### config.mk
export PLATFORM = sky130hd
export DESIGN_NAME = rr_priority_arbiter
export DESIGN_NICKNAME = d
export VERILOG_FILES = /design/src/rtl/rr_priority_arbiter.sv
export SDC_FILE = /design/constraint.sdc
export NUM_CORES = 1
export LEC_CHECK = 0
export CAP_MARGIN = 20
export CORE_MARGIN = 5
export CORE_UTILIZATION = 55
export CTS_CLUSTER_SIZE = 28
export DETAILED_ROUTE_END_ITERATION = 7
export DONT_BUFFER_PORTS = 1
export GPL_TIMING_DRIVEN = 0
export PLACE_DENSITY = 0.7
export SYNTH_ARGS = -nofsm -noshare
export SYNTH_HDL_FRONTEND = slang
export SYNTH_SLANG_ARGS = --single-unit
export TNS_END_PERCENT = 10
### constraint.sdc
create_clock -name clk -period 97.2 [get_ports clk]
set_input_delay 9.72 -clock clk [delete_from_list [all_inputs] [get_ports clk]]
set_output_delay 9.72 -clock clk [all_outputs]
set_load 0.005 [all_outputs]
### src/rtl/rr_priority_arbiter.sv
// Registered round-robin arbiter with priority levels.
// The highest requesting priority level wins. Within that level, a per-level pointer
// picks the first requester at or above it, wrapping around. An offer is held until
// it is accepted or the requester withdraws. Pointers move only on accept, so this
// can serve as the grant/accept stage of a p-iSLIP scheduler.
module rr_priority_arbiter #(
    parameter int N      = 25,
    parameter int PRIO_W = 2,
    parameter int IDX_W  = (N > 1) ? $clog2(N) : 1
) (
    input  logic                  clk,
    input  logic                  rst_n,
    input  logic [N-1:0]          in_request,
    input  logic [N*PRIO_W-1:0]   in_prio,
    input  logic                  in_accept,
    output logic [N-1:0]          out_grant,
    output logic                  out_grant_valid,
    output logic [IDX_W-1:0]      out_grant_idx,
    output logic [PRIO_W-1:0]     out_grant_prio
);

    localparam int LEVELS = 2 ** PRIO_W;

    typedef enum logic {
        IDLE  = 1'b0,
        OFFER = 1'b1
    } state_t;

    state_t              state;
    logic [IDX_W-1:0]    ptr [LEVELS];

    logic [PRIO_W-1:0]   top_lvl;
    logic [N-1:0]        lvl_req;
    logic [IDX_W-1:0]    sel_ptr;
    logic                hi_found;
    logic [IDX_W-1:0]    hi_idx;
    logic [IDX_W-1:0]    lo_idx;
    logic [IDX_W-1:0]    win_idx;
    logic [N-1:0]        win_onehot;
    logic                offer_withdrawn;

    // Pick the winning level and, within it, the first requester at or after ptr[level].
    always_comb begin
        top_lvl    = '0;
        lvl_req    = '0;
        hi_found   = 1'b0;
        hi_idx     = '0;
        lo_idx     = '0;
        win_onehot = '0;

        for (int i = 0; i < N; i++) begin
            if (in_request[i] && (in_prio[i*PRIO_W +: PRIO_W] > top_lvl)) begin
                top_lvl = in_prio[i*PRIO_W +: PRIO_W];
            end
        end

        for (int i = 0; i < N; i++) begin
            lvl_req[i] = in_request[i] && (in_prio[i*PRIO_W +: PRIO_W] == top_lvl);
        end

        sel_ptr = ptr[top_lvl];

        // Scan downward so the last hit in each half is its lowest index.
        for (int i = N - 1; i >= 0; i--) begin
            if (lvl_req[i]) begin
                if (IDX_W'(i) >= sel_ptr) begin
                    hi_found = 1'b1;
                    hi_idx   = IDX_W'(i);
                end else begin
                    lo_idx   = IDX_W'(i);
                end
            end
        end

        win_idx = hi_found ? hi_idx : lo_idx;

        for (int i = 0; i < N; i++) begin
            win_onehot[i] = (IDX_W'(i) == win_idx);
        end

        offer_withdrawn = ~|(in_request & out_grant);
    end

    // Offer/accept state machine with registered outputs and per-level pointers.
    always_ff @(posedge clk) begin
        if (!rst_n) begin
            state           <= IDLE;
            out_grant       <= '0;
            out_grant_valid <= 1'b0;
            out_grant_idx   <= '0;
            out_grant_prio  <= '0;
            for (int l = 0; l < LEVELS; l++) begin
                ptr[l] <= '0;
            end
        end else begin
            case (state)
                IDLE: begin
                    if (|in_request) begin
                        out_grant       <= win_onehot;
                        out_grant_valid <= 1'b1;
                        out_grant_idx   <= win_idx;
                        out_grant_prio  <= top_lvl;
                        state           <= OFFER;
                    end
                end
                OFFER: begin
                    if (in_accept || offer_withdrawn) begin
                        // Accept takes precedence over a simultaneous withdraw.
                        if (in_accept) begin
                            ptr[out_grant_prio] <= (out_grant_idx == IDX_W'(N - 1))
                                                   ? '0 : out_grant_idx + IDX_W'(1);
                        end
                        out_grant       <= '0;
                        out_grant_valid <= 1'b0;
                        out_grant_idx   <= '0;
                        out_grant_prio  <= '0;
                        state           <= IDLE;
                    end
                end
                default: begin
                    state <= IDLE;
                end
            endcase
        end
    end

endmodule

==> results.cfg, run 1 <==
[drt]
vias = 9383
ant_nets = 0
drc = 0
wl_per_cell_um = 25.9
drt_iter0_drc = 1267
wirelength_mm = 33.9
dr.pass1.iters = 6
via_per_inst = 7.18

[critical_path]
cpMostUsedCell = ha_1
cp-endpoint = out_grant[6]
reg2reg_to = out_grant[24]
cp_max_fo = 10
critical_path_class = input pin to flop
cp-end-kind = flop
crit_arrival_ps = 42410
timing.rr.start = ptr[1][1]
crit_required_ps = 97410
cp-startpoint = in_prio[1]
cpPeakStageDelay_ps = 560
start_kind = input pin
critPathSlowestCell = buf_1
ff2ff_setup_slack_ps = 92950
reg2regPathDepth = 12

[flow_run]
maxCapViolations = 0

[die]
core_area_um2 = 14400
rows = 44
die-area_um2 = 17100
die_h_um = 131
die_w_um = 131
start_util_pct = 55.6
ios = 111

[clocking]
post_cts_buffers = 0
htreeDepth = 2
post_cts_resized = 0
cts.sinks = 54
clkLatencyLatePin_ps = 300
clk_pin_slew_ps = 70
numCtsBuffers = 5
clock_path_buffers = 2
cts_root_buffer = clkbuf_16
cts_hold_buf = 0
cts_tree = done

[global_route]
grt_pass1_wl_mm = 49.7
grt_usage_pct = 38.2
grt_overflow = 0
grt_max_degree = 17
grt_pass1_vias = 8413
antenna_found_initial = 0

[timing]
setup_slack_ps = 54990
rsz0062_at_grt = false
worstMarginPinSlew_ps = 1120
post-route-period-util_pct = 43.4
tns_ps = 0
timing.slew.headroom_pct = 24.7
post-route-min-period_ps = 42210
final_max_slew_viol_count = 0
hold-worst-slack_ps = 500
finalHoldViolations = 0
final.setup_skew_ps = 5.34
clock.fmax_mhz = 23.7
finalSetupViolations = 0

[logic_synthesis]
syn_inst = 1114
synth-xor-area-share_pct = 3.39
synth-adder-area-share_pct = 5.15
yosys.area_share.simple_pct = 30.3
synth_top_family_by_area = compound AO/OA/AOI/OAI gates
yosysSeqAreaShare_pct = 16.0
synthFlopType = dfxtp_1
ys_warn_count = 0
synth_edf_count = 20
ys_ff_latch = 54
synthDistinctLibCells = 107
synthMuxAreaShare_pct = 4.56
syn_area_per_cell_um2 = 7.20
syn_nets = 1221
synth_compound_area_share_pct = 34.6
syn-cell-area_um2 = 8020
synthArstFlopShare_pct = 0

[layout]
fillers = 1436
fin_nets = 1228
area_growth_pct = 4.96
drive_above_1_share_pct = 9.71
final_cells = 1307

[outcome]
status = completed

[placement]
dpl.cell_count = 1298
gp_congestion = 1.08
portBuffers = 0
pre_cts_slack_ps = 55260
hpwl_mm = 26.9

[min_path]
hp-class = flop to flop
stage by stage:
step	cell area [um^2]	util, %
2_1_floorplan	8020	-
3_3_place_gp	8250	57.2
3_5_place_dp	8250	57.2
4_1_cts	8420	58.3
5_1_grt	8420	58.3
6_report	8420	58.4
sequential cells by signal, indices dropped and copies added, names as in the netlist:
name	flops
out_grant_idx	5
ptr	20
state	1
out_grant_valid	1
out_grant_prio	2
out_grant	25
synthesized netlist by cell type, drive strengths merged (5+ instances only):
cell type | number | area share, %
nand2 | 166 | 7.8
nor2 | 97 | 4.7
a21oi | 55 | 3.6
o21ai | 55 | 3.5
nand3 | 47 | 3.0
inv | 43 | 2.0
nor3 | 39 | 2.6
o31ai | 38 | 4.4
dfxtp | 34 | 8.5
and2 | 33 | 2.6
clkbuf | 31 | 1.5
buf | 30 | 2.6
ha | 29 | 4.5
xnor2 | 29 | 3.2
a22oi | 28 | 2.8
mux2i | 23 | 2.9
a31oi | 22 | 1.7
edfxtp | 20 | 7.5
nand4 | 17 | 1.5
and3 | 14 | 1.1
nor4 | 14 | 1.2
o211ai | 14 | 1.6
a211oi | 13 | 1.6
a21boi | 13 | 1.3
mux2 | 12 | 1.7
nor2b | 12 | 0.94
a211o | 10 | 1.1
a21o | 10 | 0.94
a221oi | 10 | 1.1
o21a | 10 | 0.94
o22ai | 10 | 0.86
or2 | 10 | 0.78
a2111oi | 7 | 0.92
nand2b | 7 | 0.55
nor3b | 7 | 0.72
a32oi | 6 | 0.66
nand4b | 6 | 0.66
o2111ai | 6 | 0.66
o31a | 6 | 0.66
or4 | 6 | 0.56
maj3 | 5 | 0.62
nand3b | 5 | 0.47
o211a | 5 | 0.62
o221ai | 5 | 0.62
cell type report:
type,count,area (um^2),area share (%)
sequential,54,1280,15.2
buffer,61,324,3.85
multi-input combinational,956,6250,74.3
clock inverter,3,40.0,0.476
antenna,1,2.50,0.0297
clock buffer,5,125,1.49
tap,184,230,2.73
inverter,43,161,1.92
kinds of logic after synthesis:
group,count (synthesis)
buf+inv,104
xor+xnor,31
flops,54
mux,35
fa+ha+maj,34
simple gates,492
compound gates,364
metal layers:
metal | share of wire (%) | up-vias | global-route usage, %
met1 | 39 | 4373 | 52.0
met4 | 6.0 | 0 | 20.8
met3 | 13 | 110 | 7.93
met2 | 41 | 651 | 56.3
li1 | - | 4249 | -
met5 | 0 | - | 0
worst max-delay path: cells and delay by family:
kind / cells / cell delay [ps]
multiplexers: 5 / 1700
AO/OA/AOI/OAI: 56 / 12110
AND/OR/NAND/NOR: 59 / 8430
buffers and inverters: 7 / 1930
adder cells (fa/ha/maj): 29 / 8420
how the worst min path moves through the flow:
stage	startpoint	slack (ps)	to	depth (start not counted)
after floorplan	out_grant[21]	460	out_grant[21]	2
after global placement	out_grant[4]	490	out_grant[4]	2
after detailed placement	out_grant[4]	490	out_grant[4]	2
after CTS	out_grant[4]	500	out_grant[4]	2
after global routing	out_grant[4]	510	out_grant[4]	2
final	out_grant[4]	500	out_grant[4]	2
cells in the final DEF, fill, tap and decap left out, types with 23 or more instances in the layout:
master,n
nor3_1,37
o31ai_1,26
xnor2_1,29
and2_1,32
o21ai_0,44
nand3_1,46
inv_1,42
ha_1,29
nor2_1,95
dfxtp_1,34
nand2_1,164
a21oi_1,51
clkbuf_1,30
a22oi_1,27
mux2i_1,23
Power of run 1 is not shown: default switching activity piles up to over one toggle a cycle in this logic, so the estimate is an artifact.
==> inputs of run 2 (changes only) <==
--- a/config.mk
+++ b/config.mk
@@ -12,7 +12,7 @@
 export DETAILED_ROUTE_END_ITERATION = 7
 export DONT_BUFFER_PORTS = 1
 export GPL_TIMING_DRIVEN = 0
-export PLACE_DENSITY = 0.7
+export PLACE_DENSITY = 0.73
 export SYNTH_ARGS = -nofsm -noshare
 export SYNTH_HDL_FRONTEND = slang
 export SYNTH_SLANG_ARGS = --single-unit
==> constraint.sdc (replaced) <==
create_clock -name clk -period 35.2 [get_ports clk]
set_input_delay 3.52 -clock clk [delete_from_list [all_inputs] [get_ports clk]]
set_output_delay 3.52 -clock clk [all_outputs]
set_load 0.005 [all_outputs]
==> run 2 against run 1 <==
Sequential share of layout area decreased by 1.2 points. Design area increased by 8.2%. Largest cell class unchanged. Critical path depth increased by 2. Clock skew increased by 1.3 ps.
==> results.cfg, run 2 (synthesis gave the netlist of run 1 again) <==
[outcome]
status = completed

[die]
die_w_um = 131
start_util_pct = 55.6
ios = 111
die-area_um2 = 17100
core_area_um2 = 14400
die_h_um = 131
rows = 44

[layout]
area_growth_pct = 13.6
fin_nets = 1252
drive_above_1_share_pct = 16.5
regMostFlops = out_grant
insertedDiodeCount = 0
final_common_cell = nand2_1
layout_common_cells = nand2_1 (161), nor2_1 (91), a21oi_1 (49)
largest_reg_flops = 25
top_regs = out_grant (25), ptr (20), out_grant_idx (5)

[placement]
hpwl_mm = 27.2
pre_cts_slack_ps = -594
portBuffers = 0
gp_congestion = 1.08

[global_route]
use_met3_pct = 8.94
grt_pass1_wl_mm = 50.2
grt_pass1_vias = 8461
grt_max_degree = 17
grtUsageMet1_pct = 51.3
use_met2_pct = 58.4
grt_overflow = 0
grt.busiest_layer = met2
antenna_found_initial = 2
grt_usage_pct = 38.7

[clocking]
cts_root_buffer = clkbuf_16
cts_tree = done
numCtsBuffers = 5
clk_pin_slew_ps = 70
clock_path_buffers = 2
clkLatencyLatePin_ps = 290
cts.sinks = 54
htreeDepth = 2

[critical_path]
reg2regPathDepth = 13
cpMostUsedCell = ha_1
reg2reg_to = out_grant[11]
worst-path-stages = 158
start_kind = input pin
cpPeakStageDelay_ps = 450
crit_family = compound AO/OA/AOI/OAI gates
critPathSlowestCell = o41ai_2
cp-end-kind = flop
critical_path_class = input pin to flop
ff2ff_setup_slack_ps = 31230
crit_arrival_ps = 33950
path_buf_inv = 7
crit_required_ps = 35390
timing.rr.start = ptr[3][1]
cp_max_fo = 10

[drt]
drc = 0
vias = 9581
ant_nets = 0
wl_per_cell_um = 26.4
drt_iter0_drc = 1429
dr.pass1.iters = 6
via_per_inst = 7.20
wirelength_mm = 35.1

[timing]
post-route-min-period_ps = 33760
final.setup_skew_ps = 6.63
hold-worst-slack_ps = 502
worstMarginPinSlew_ps = 1000
finalHoldViolations = 0
clock.fmax_mhz = 29.6
final_max_slew_viol_count = 0
post-route-period-util_pct = 95.9
setup_slack_ps = 1440
timing.slew.headroom_pct = 32.7
finalSetupViolations = 0

[min_path]
holdPathEnd = out_grant[2]
hp-class = flop to flop
hold_depth = 2
min_from = out_grant[2]

[flow_run]
maxCapViolations = 0
==> run 2: changes by cell type in the layout (fill, tap and decap cells not counted), moves of 5 or more <==
cell / before / now
mux2i_4: 0 / 5
mux2i_1: 23 / 15
clkbuf_4: 0 / 5
buf_2: 15 / 8
buf_4: 6 / 29
o21ai_0: 44 / 37
==> run 2: metal layers <==
metal | up-vias | part of all wire, %
met1 | 4492 | 38
li1 | 4307 | -
met3 | 119 | 13
met2 | 661 | 44
met4 | 2 | 5.2
met5 | - | 0.048
==> run 2: worst register-to-register path, cell delays in order (launching register included) <==
cell and delay, ps:
edfxtp_1 370, clkbuf_1 230, or3_1 450, mux2i_1 320, and2_1 240, nand4b_1 130, a21oi_1 120, or2_1 310
or4_1 510, a211oi_2 180, o211ai_1 280, or2_1 320, buf_4 180, o31ai_2 250
==> run 2: layout make-up <==
type                            instances  area, um^2
Inverter                               43         161
Fill cell                            1352        5310
Multi-Input combinational cell        956        6690
Clock inverter                          2        37.5
Sequential cell                        54        1280
Timing Repair Buffer                   25         200
Clock buffer                            6         129
Buffer                                 60         379
Tap cell                              184         230
==> run 2: through the flow <==
step | cell area (um^2) | instances | TNS, ps | util, %
6_report | 9110 | 1330 | 0 | 63.2
2_1_floorplan | 8020 | 1114 | 0 | -
5_1_grt | 9110 | 1330 | -7330 | 63.2
4_1_cts | 8430 | 1307 | 0 | 58.5
3_5_place_dp | 8250 | 1298 | -15080 | 57.2
3_3_place_gp | 8250 | 1298 | 0 | 57.2
==> run 2: how the worst max path moves through the flow <==
stage / from / to / slack, ps
final: in_prio[1] / out_grant[11] / 1440
after global routing: in_prio[1] / out_grant[0] / -330
after CTS: in_prio[1] / out_grant[11] / 150
after detailed placement: in_prio[1] / out_grant[20] / -590
after global placement: in_prio[1] / out_grant[18] / 30
after floorplan: in_prio[1] / out_grant[18] / 3460
==> run 2: timing repair <==
item / 4_1_cts / 5_1_grt
pin swaps: 1 / 26
buffers inserted: 1 / 24
hold buffers: 0 / 0
gates resized for setup: 3 / 109
endpoints found under the setup margin: 29 / 31
Power of run 2 is left out for the same reason.
